===== config.mk =====
export PLATFORM = sky130hd
export DESIGN_NAME = adder_4bit
export DESIGN_NICKNAME = d
export VERILOG_FILES = /design/src/rtl/adder_4bit_pkg.sv /design/src/rtl/adder_4bit_full_adder.sv /design/src/rtl/adder_4bit.sv
export SDC_FILE = /design/constraint.sdc
export NUM_CORES = 1
export LEC_CHECK = 0
export BUFFER_PORTS_ARGS = -buffer_cell sky130_fd_sc_hd__buf_2
export CAP_MARGIN = 20
export CELL_PAD_IN_SITES_DETAIL_PLACEMENT = 0
export CELL_PAD_IN_SITES_GLOBAL_PLACEMENT = 1
export CORE_AREA = 2 2 39 41
export CTS_BUF_LIST = sky130_fd_sc_hd__clkbuf_4 sky130_fd_sc_hd__clkbuf_8
export DETAILED_ROUTE_END_ITERATION = 8
export DIE_AREA = 0 0 41 43
export GPL_TIMING_DRIVEN = 0
export PLACE_DENSITY = 0.53
export SLEW_MARGIN = 10
export SYNTH_ARGS = -nofsm -noshare
export SYNTH_HDL_FRONTEND = slang
export SYNTH_SLANG_ARGS = --single-unit

===== constraint.sdc =====
create_clock -name clk -period 0.8 [get_ports clk]
set_input_delay 0.04 -clock clk [delete_from_list [all_inputs] [get_ports clk]]
set_output_delay 0.04 -clock clk [all_outputs]
set_load 0.02 [all_outputs]

===== src/rtl/adder_4bit_pkg.sv =====
// adder_4bit_pkg: shared width, operand/sum types and pipeline latency for adder_4bit.
//   ADDER_4BIT_INREG_EN selects LATENCY: 2 when defined, 1 otherwise.
package adder_4bit_pkg;
  localparam int ADDER_WIDTH = 4;
  typedef logic [ADDER_WIDTH-1:0] operand_t;
  typedef logic [ADDER_WIDTH:0] sum_t;
`ifdef ADDER_4BIT_INREG_EN
  localparam int LATENCY = 2;
`else
  localparam int LATENCY = 1;
`endif
endpackage


===== src/rtl/adder_4bit_full_adder.sv =====
// full_adder: 1-bit full adder cell for the adder_4bit ripple chain.
//   a, b, cin : addend bits and carry-in
//   s, cout   : sum bit and carry-out (majority of a, b, cin)
module full_adder (
  input  logic a,
  input  logic b,
  input  logic cin,
  output logic s,
  output logic cout
);
  assign s = a ^ b ^ cin;
  assign cout = (a & b) | (a & cin) | (b & cin);
endmodule


===== src/rtl/adder_4bit.sv =====
// adder_4bit: registered unsigned ripple-carry adder, ans = A + B with carry in the MSB.
//   clk   : rising-edge clock
//   rst_n : asynchronous active-low reset, clears every register
//   A, B  : WIDTH-bit unsigned operands
//   ans   : WIDTH+1-bit registered sum, ans[WIDTH] is the carry-out
//   ADDER_4BIT_INREG_EN adds an input register stage (latency 2 instead of 1).
module adder_4bit
  import adder_4bit_pkg::*;
#(
  parameter int WIDTH = ADDER_WIDTH
) (
  input  logic             clk,
  input  logic             rst_n,
  input  logic [WIDTH-1:0] A,
  input  logic [WIDTH-1:0] B,
  output logic [WIDTH:0]   ans
);
  logic [WIDTH-1:0] a_q, b_q, s;
  logic [WIDTH:0]   c;
`ifdef ADDER_4BIT_INREG_EN
  always_ff @(posedge clk or negedge rst_n)
    if (!rst_n) begin
      a_q <= '0;
      b_q <= '0;
    end else begin
      a_q <= A;
      b_q <= B;
    end
`else
  assign a_q = A;
  assign b_q = B;
`endif
  assign c[0] = 1'b0;
  for (genvar i = 0; i < WIDTH; i++) begin : g_fa
    full_adder u_fa (
      .a   (a_q[i]),
      .b   (b_q[i]),
      .cin (c[i]),
      .s   (s[i]),
      .cout(c[i+1])
    );
  end
  always_ff @(posedge clk or negedge rst_n)
    if (!rst_n) ans <= '0;
    else ans <= {c[WIDTH], s};
endmodule


Word level (Yosys, flattened, before mapping)
Index checks and enable logic that the tools add are counted.
- add/sub/neg operators: 0
- multipliers: 0
- divide/modulo/power cells: 0
- $lt $le $gt $ge: 0
- equality and inequality tests: 0
- shifts and indexed selects: 0
- mux-type cells: 0
- bitwise logic cells: 23
- reductions and logical operators: 0
- operator list (operator ; number):
    1-bit AND ; 10
    1-bit XOR ; 7
    1-bit OR ; 6
- bits in registers: 5
- bits in latches: 0
- bits in writable memories: 0
- ROM bits: 0
- input port bits: 10
- output and inout port bits: 5
- logic and storage cells: 24
- memories: 0

Longest topological paths before layout
Gate-level depths: netlist of run 1.
- depth after elaboration: 10
- gate-level depth with buffers: 6
- mapped depth without buffers: 6

By module
From an unflattened synthesis of run 1, not the netlist that was laid out.
- cells, all modules: 10
- area, all modules: 209.0 sq um
- modules (own cells, without submodules) (module ; times used ; cells each ; area an instance (sq um)):
    adder_4bit ; 1 ; 6 ; 128.9
    full_adder ; 4 ; 1 ; 20.0

Worst setup path after synthesis of run 1
OpenSTA, ideal clock, no wires.
- path type: in2reg
- start point: in A[0]
- end point: reg ans[3]
- arrival: 1.463 ns
- data required time: 0.736 ns
- path slack: -0.727 ns
- cell stages on the path: 6
- cells stage by stage: ha_1 fa_1 fa_1 inv_1 fa_1 inv_1
- cells in the longest elaborated chain, start to end: 8
- elaborated cells between the ends (all ways): 10
- those cells by class: 10 x bitwise
- ends and longest elaborated chain (item ; line ; text):
    from (decl) ; adder_4bit.sv:14 ; input logic [WIDTH-1:0] A,
    1-bit AND (*) ; adder_4bit_full_adder.sv:12 ; assign cout = (a & b) | (a & cin) | (b & cin);
    1-bit AND ; adder_4bit_full_adder.sv:12 ;
    1-bit OR ; adder_4bit_full_adder.sv:12 ;
    1-bit OR (*) ; adder_4bit_full_adder.sv:12 ;
    1-bit AND ; adder_4bit_full_adder.sv:12 ;
    1-bit OR ; adder_4bit_full_adder.sv:12 ;
    1-bit OR (*) ; adder_4bit_full_adder.sv:12 ;
    1-bit XOR (*) ; adder_4bit_full_adder.sv:11 ; assign s = a ^ b ^ cin;
    net g_fa[3].u_fa.s ; adder_4bit_full_adder.sv:8 ; output logic s,
    to (signal assigned) ; adder_4bit.sv:45 ; else ans <= {c[WIDTH], s};
    to (decl) ; adder_4bit.sv:16 ; output logic [WIDTH:0] ans
Mark *: on every way through the listed nets, which the timed path passes. The rest lies on a longest branch.

Worst setup path after layout of run 1
- start point: in B[0]
- end point: reg ans[3]
- cells in the longest elaborated chain, start to end: 8
- elaborated cells between the ends (all ways): 10
- those cells by class: 10 x bitwise
- ends and longest elaborated chain (item ; line ; text):
    from (decl) ; adder_4bit.sv:15 ; input logic [WIDTH-1:0] B,
    1-bit AND (*) ; adder_4bit_full_adder.sv:12 ;
    1-bit AND ; adder_4bit_full_adder.sv:12 ;
    1-bit OR ; adder_4bit_full_adder.sv:12 ;
    1-bit OR (*) ; adder_4bit_full_adder.sv:12 ;
    1-bit AND ; adder_4bit_full_adder.sv:12 ;
    1-bit OR ; adder_4bit_full_adder.sv:12 ;
    1-bit OR (*) ; adder_4bit_full_adder.sv:12 ;
    1-bit XOR (*) ; adder_4bit_full_adder.sv:11 ;
    net g_fa[3].u_fa.s ; adder_4bit_full_adder.sv:8 ;
Marks and branches as above.

==> results of run 1 <==
-- metrics by stage --
step	cells	hold WS (ps)	setup WS (ps)	cell area [um^2]	total power [mW]
after floorplan	14	-256	-663	234	0.390
after global placement	44	-148	-827	324	0.466
after detailed placement	44	-146	-826	324	0.471
after CTS	49	10.4	-491	377	0.802
after global routing	49	8.22	-538	389	0.872
final	49	17.7	-488	389	0.810
-- worst max-delay path, cell delays in order --
cell and delay, ps:
buf_6 100, ha_4 150, fa_2 330, fa_2 340, inv_2 60, fa_1 390
inv_1 60
-- timing repair --
item,CTS,global route
hold buffers,1,0
endpoints found under the hold margin,5,0
pin swaps,4,0
resized for setup,2,4
setup endpoints to repair,3,5
-- how the worst min path moves through the flow --
stage / from / end / slack (ps)
floorplan: rst_n / ans[0] / -260
global placement: rst_n / ans[1] / -150
detailed placement: rst_n / ans[3] / -150
CTS: A[0] / ans[0] / 10
global route: A[0] / ans[0] / 8
finish: A[0] / ans[0] / 20
-- report_power, final --
part           switching, mW  internal, mW
clock network         0.0927         0.222
logic                 0.0997        0.0951
registers             0.0105         0.290
-- kinds of logic after synthesis --
logic type / synth area share
fa+ha+maj: 0.335
buf+inv: 0.0867
flops: 0.578
-- metal layers --
layer	wire length, um	vias up	track usage
met5	0	-	0
met4	0	0	0.0800
met3	79	0	0.0157
met2	159	15	0.0625
met1	170	61	0.0629
li1	-	75	-
-- area by class of cell --
cell class | instances | area (um^2)
multi-input combinational | 4 | 90.1
fill | 151 | 995
tap | 16 | 20.0
inverter | 5 | 18.8
timing repair buffer | 15 | 105
clock buffer | 4 | 30.0
sequential | 5 | 125
-- cells in the final DEF (no fill, tap or decap) --
master / instances
buf_2: 10
buf_6: 4
clkbuf_4: 4
dfrtp_1: 5
dlygate4sd3_1: 1
fa_1: 1
fa_2: 2
ha_4: 1
inv_1: 4
inv_2: 1
==> results.toml, run 1 <==
[power]
powerDensity_mw_per_mm2 = 2080
power_leakage_nw = 0.199
peakVddDrop_uv = 427

[detailed_routing]
ant_nets = 0
via_per_inst = 3.08
drt-initial-drc-count = 0
dr.pass1.iters = 1
vias = 151
drc_errors = 0
routedWlPerCell_um = 8.35
finalWirelength_um = 409

[sta]
slew_violations = 0
setup_tns_ps = -941
hold_viol_final = 0
fin_ws_ps = -488
period_needed_ps = 1290
tightest_slew_ps = 106
fmax_ghz = 0.776
rsz0062_at_grt = "yes"
setup_viol = 3
period_share = 1.61
slew_headroom = 0.930

[synth]
synth_cell_types = 4
syn_area_per_cell_um2 = 15.5
synth_area_um2 = 216
synthesis.nets = 28
seq_area_frac_synth = 0.578
synthTopCellsByArea = "dfrtp_1 (58%), fa_1 (28%), inv_1 (8.7%)"
synth_cells = 14
synth_top_area_frac = 0.578
async_reset_ff_frac = 1.00
ys_ff_latch = 5
synth_top_area_cell = "dfrtp_1"
synth_common_cells = "dfrtp_1 (5), inv_1 (5), fa_1 (3)"
synth_edf_count = 0
yosysWarnings = 0
synth_top_flop_cell = "dfrtp_1"

[status]
violations = "negative setup slack"
status = "finished, violations left"

[worst_setup_path]
start_kind = "input port"
crit_required_ps = 970
path_max_fanout = 1
arrival_ps = 1460
critPathCaptureType = "flop"
path_class = "in2reg"
critPathLaunch = "B[0]"
endpoint = "ans[3]"

[layout]
reg_top3 = "ans: 5 flops"
diodes = 0
area_delta_synth_final_pct = 79.8
largest_reg_flops = 5
layout-drive-gt1-share = 0.667
final_nets = 48
regMostFlops = "ans"
final_util = 0.281

[global_route]
grt_pass1_wl_um = 579
grt_overflow_total = 0
grt_max_degree = 6
antenna_found_initial = 0
track_usage = 0.0547
grt_pass1_vias = 146

[placed_design]
place.gp.congestion = 0.542
io_buffers = 14

[clock_tree]
cts_tree = "yes"
clkSinkCount = 5
cts_max_level = 1
cts_buffers = 3
path_clk_slew_ps = 40
ctsRootBufferMaster = "clkbuf_4"
cts_buffer_depth = 2
cts_setup_buffers = 0

[floorplanning]
die_h_um = 43
dieArea_mm2 = 0.00176
start_util = 0.156
io_pins = 15
die_x_um = 41
core_mm2 = 0.00138
std_cell_rows = 14

[hold_path]
hold_depth = 2
min_path_type = "in2reg"

[flow_run]
drv_cap = 0
Power figures use the tool's default switching activity.
==> run 2, diff against run 1 <==
--- a/config.mk
+++ b/config.mk
@@ -10,11 +10,11 @@
 export CELL_PAD_IN_SITES_DETAIL_PLACEMENT = 0
 export CELL_PAD_IN_SITES_GLOBAL_PLACEMENT = 1
 export CORE_AREA = 2 2 39 41
-export CTS_BUF_LIST = sky130_fd_sc_hd__clkbuf_4 sky130_fd_sc_hd__clkbuf_8
+export CTS_BUF_LIST = sky130_fd_sc_hd__clkbuf_4 sky130_fd_sc_hd__clkbuf_8 sky130_fd_sc_hd__clkbuf_16
 export DETAILED_ROUTE_END_ITERATION = 8
 export DIE_AREA = 0 0 41 43
 export GPL_TIMING_DRIVEN = 0
-export PLACE_DENSITY = 0.53
+export PLACE_DENSITY_LB_ADDON = 0.1
 export SLEW_MARGIN = 10
 export SYNTH_ARGS = -nofsm -noshare
 export SYNTH_HDL_FRONTEND = slang
==> run 2 against run 1 <==
The run still ends with negative setup slack left. Final area is the same. Highest routed layer unchanged. Critical path depth is the same. Sequential power is essentially flat. Total power shrank 1.4%. Die area is the same. Combinational power shrank 4%. Cell count is the same. Wire length shrank 12%. Clock power shrank 1%. Non-clock buffer count is the same. Clock-buffer cell count is the same.
==> results.toml, run 2 (synthesis results as in run 1) <==
[power]
powerDensity_mw_per_mm2 = 2050
power_leakage_nw = 0.199
p_total_uw = 798
peakVddDrop_uv = 393

[layout]
reg_top3 = "ans: 5 flops"
final_common_cell = "buf_2"
fin_area_um2 = 389
regMostFlops = "ans"
n_fill_cell = 151
area_delta_synth_final_pct = 79.8
largest_reg_flops = 5
layout-drive-gt1-share = 0.667
finalNonFillerCells = 49
final_cell_mix = "buf_2 (10), dfrtp_1 (5), inv_1 (4), clkbuf_4 (4), buf_6 (4)"
diodes = 0
final_nets = 48

[floorplanning]
io_pins = 15
die_h_um = 43
dieArea_mm2 = 0.00176
die_x_um = 41
start_util = 0.156
core_mm2 = 0.00138
std_cell_rows = 14

[worst_setup_path]
crit_required_ps = 970
cp_common_cell = "fa_2"
slowest_stage = "fa_1"
path_max_fanout = 1
path_class = "in2reg"
critPathCaptureType = "flop"
arrival_ps = 1470
start_kind = "input port"
crit_chain = "buf_6, ha_4, fa_2, fa_2, inv_2, fa_1, inv_1"
worst_path_largest_cell_delay_ps = 400

[clock_tree]
cts_tree = "yes"
ctsRootBufferMaster = "clkbuf_4"
path_clk_slew_ps = 40
cts_buffer_depth = 2
cts_buffers = 3
cts_setup_buffers = 0
clkSinkCount = 5
cts_max_level = 1

[global_route]
grtUsageMet2 = 0.0563
met3_usage = 0
grt_use_met1 = 0.0495
grt_overflow_total = 0
grt_pass1_wl_um = 483
grt_pass1_vias = 136
busiest_layer = "met4"
track_usage = 0.0516
grt_max_degree = 6
antenna_found_initial = 0

[placed_design]
dpl_cell_area_um2 = 324
place.gp.congestion = 0.596
placed_cells = 44
io_buffers = 14

[sta]
hold_viol_final = 0
setup_tns_ps = -923
slew_headroom = 0.926
holdWs_ps = 18.6
period_needed_ps = 1290
fin_ws_ps = -493
period_share = 1.62
slew_violations = 0
rsz0062_at_grt = "yes"
fmax_ghz = 0.773
tightest_slew_ps = 111
setup_viol = 3

[detailed_routing]
drt-initial-drc-count = 0
finalWirelength_um = 358
vias = 146
drc_errors = 0
via_per_inst = 2.98
dr.pass1.iters = 1
ant_nets = 0
routedWlPerCell_um = 7.31

[status]
violations = "negative setup slack"
status = "finished, violations left"

[flow_run]
drv_cap = 0

[hold_path]
min_path_type = "in2reg"
==> run 2: power breakdown <==
group	switching [mW]	leakage (nW)	internal [mW]
Clock	0.0884	0.0184	0.221
Combinational	0.0980	0.122	0.0898
Sequential	0.0103	0.0584	0.290
Total	0.197	0.199	0.601
==> run 2: stage by stage <==
stage | worst slack, ps | util
finish | -493 | 0.281
global route | -520 | 0.281
CTS | -494 | 0.272
detailed placement | -836 | 0.234
global placement | -827 | 0.234
floorplan | -663 | -
==> run 2: critical path: cells and delay by family <==
kind | cells | cell delay [ps]
adder cells (fa/ha/maj) | 4 | 1210
buffers and inverters | 3 | 220
==> run 2: path summary, 6_finish.rpt <==
kind / startpoint / end / slack (ps) / cells after the start
max in group asynchronous: rst_n / ans[3] / 530 / 2
worst min-delay path: A[0] / ans[0] / 20 / 2
min in group asynchronous: rst_n / ans[2] / 140 / 2
worst max-delay path: B[0] / ans[3] / -490 / 7
==> run 2: per-layer routing <==
layer,routed length (um),part of all wire
met5,0,0
met2,182,0.51
met1,141,0.39
met3,34,0.095
met4,0,0
==> run 2: layout make-up <==
| type | count | area, um^2 | share of cell area |
|---|---|---|---|
| sequential | 5 | 125 | 0.322 |
| tap | 16 | 20.0 | 0.0514 |
| clock buffer | 4 | 30.0 | 0.0772 |
| multi-input combinational | 4 | 90.1 | 0.232 |
| timing repair buffer | 15 | 105 | 0.270 |
| inverter | 5 | 18.8 | 0.0482 |
==> run 2: timing repair <==
action / in CTS / in global routing
gates resized for setup: 2 / 4
endpoints found under the setup margin: 3 / 5
hold buffers: 1 / 0
hold endpoints to repair: 5 / 0
pin swaps: 4 / 0
==> run 3, diff against run 2 <==
--- a/config.mk
+++ b/config.mk
@@ -8,12 +8,13 @@
 export BUFFER_PORTS_ARGS = -buffer_cell sky130_fd_sc_hd__buf_2
 export CAP_MARGIN = 20
 export CELL_PAD_IN_SITES_DETAIL_PLACEMENT = 0
-export CELL_PAD_IN_SITES_GLOBAL_PLACEMENT = 1
+export CELL_PAD_IN_SITES_GLOBAL_PLACEMENT = 2
 export CORE_AREA = 2 2 39 41
 export CTS_BUF_LIST = sky130_fd_sc_hd__clkbuf_4 sky130_fd_sc_hd__clkbuf_8 sky130_fd_sc_hd__clkbuf_16
 export DETAILED_ROUTE_END_ITERATION = 8
 export DIE_AREA = 0 0 41 43
 export GPL_TIMING_DRIVEN = 0
+export MAX_ROUTING_LAYER = met4
 export PLACE_DENSITY_LB_ADDON = 0.1
 export SLEW_MARGIN = 10
 export SYNTH_ARGS = -nofsm -noshare
==> run 3 against run 2 <==
The flow still finishes with violations (negative setup slack). Sequential power hardly changed. Total power is 1.5% higher. Final area is 1.6% higher. Utilization is 0.45 points higher. Die area stayed put. Largest cell class unchanged. Fmax is 1.1% higher. Clock-buffer cell count stayed put.
==> results.toml, run 3 (synthesis results as in run 1) <==
[detailed_routing]
routedWlPerCell_um = 7.69
drc_errors = 0
met1_length_um = 133
vias = 149
wl_met3_um = 38
dr.pass1.iters = 1
finalWirelength_um = 377
wl_met2_um = 190
via_per_inst = 3.04
ant_nets = 0
top_layer_used = "met4"
drt-initial-drc-count = 0

[global_route]
grt_pass1_vias = 151
grt_max_degree = 6
track_usage = 0.0569
grt_overflow_total = 0
grt_pass1_wl_um = 524
antenna_found_initial = 0

[sta]
setup_viol = 3
rsz0062_at_grt = "yes"
fin_ws_ps = -479
slew_headroom = 0.928
tightest_slew_ps = 108
hold_viol_final = 0
fmax_ghz = 0.782
period_share = 1.60
slew_violations = 0
period_needed_ps = 1280

[clock_tree]
cts_buffer_depth = 2
path_clk_slew_ps = 40
cts_setup_buffers = 0
ctsRootBufferMaster = "clkbuf_4"
cts_tree = "yes"
cts_buffers = 3
cts_max_level = 1
clkSinkCount = 5

[layout]
diodes = 0
final_nets = 48
n_fill_cell = 150
layout-drive-gt1-share = 0.667
final_util = 0.286
regMostFlops = "ans"
final_common_cell = "buf_2"
area_delta_synth_final_pct = 82.7
reg_top3 = "ans: 5 flops"
largest_reg_flops = 5
final_cell_mix = "buf_2 (9), dfrtp_1 (5), buf_6 (5), inv_1 (4), clkbuf_4 (4)"

[power]
power_frac_seq = 0.372
p_sw_uw = 202
peakVddDrop_uv = 399
power_leakage_nw = 0.201
comb_power_share = 0.241
swShare = 0.249
p_total_uw = 810
clkPwrFrac = 0.387
powerDensity_mw_per_mm2 = 2050
intPower_uw = 608

[worst_setup_path]
crit_required_ps = 980
start_kind = "input port"
path_max_fanout = 1
arrival_ps = 1460
critPathCaptureType = "flop"
path_class = "in2reg"

[placed_design]
io_buffers = 14
place.gp.congestion = 0.592

[hold_path]
min_path_type = "in2reg"
hold_depth = 2
hp-start = "A[0]"
min_to = "ans[0]"

[floorplanning]
die_x_um = 41
std_cell_rows = 14
start_util = 0.156
dieArea_mm2 = 0.00176
die_h_um = 43
core_mm2 = 0.00138
io_pins = 15

[status]
status = "finished, violations left"
violations = "negative setup slack"

[flow_run]
drv_cap = 0
## run 3: changes by cell type in the layout (fill, tap and decap cells not counted)
cell / previous run / this run
buf_6: 4 / 5
buf_2: 10 / 9
## run 3: stage by stage
stage	hold WS, ps	setup slack [ps]	instance area, um^2	std cells	setup TNS (ps)
CTS	17.3	-486	377	49	-916
floorplan	-256	-663	234	14	-1430
finish	25.7	-479	395	49	-900
global route	19.0	-537	395	49	-1010
global placement	-146	-826	324	44	-2000
detailed placement	-144	-823	324	44	-2000
## run 3: worst max path at each step
stage                     start      to  slack, ps  depth (start not counted)
final                      B[0]  ans[3]       -480                          7
after global placement     A[0]  ans[3]       -830                          7
after detailed placement   A[0]  ans[3]       -820                          7
after floorplan            A[0]  ans[3]       -660                          6
after CTS                  B[0]  ans[3]       -490                          7
after global routing       B[0]  ans[3]       -540                          7
## run 3: area by class of cell
cell class              instances  area, um^2  area share
inverters                       5        18.8      0.0475
multi-input cells               4        90.1       0.228
flip-flops and latches          5         125       0.316
well taps                      16        20.0      0.0506
repair buffers                 15         111       0.282
clock buffers                   4        30.0      0.0759
## run 3: power groups by stage
stage | combinational [mW] | clock (mW) | sequential, mW
2_1_floorplan | 0.0384 | 0 | 0.351
3_3_place_gp | 0.167 | 0 | 0.299
3_5_place_dp | 0.169 | 0 | 0.301
4_1_cts | 0.177 | 0.325 | 0.297
5_1_grt | 0.222 | 0.341 | 0.303
6_report | 0.195 | 0.313 | 0.302
## run 3: metal layers
layer	vias to the layer above	track usage
li1	75	-
met1	60	0.0459
met2	12	0.0719
met3	2	0
met4	0	0.120
met5	-	-
## run 3: repair_timing
item | CTS | global route
pin swaps | 4 | 0
setup endpoints to repair | 3 | 6
gates resized for setup | 2 | 6
endpoints found under the hold margin | 5 | 0
hold buffers | 1 | 0
## run 3: critical path, cell delays in order
cell	delay, ps
buf_6	100
ha_4	140
fa_2	330
fa_2	340
inv_2	60
fa_1	390
inv_1	60
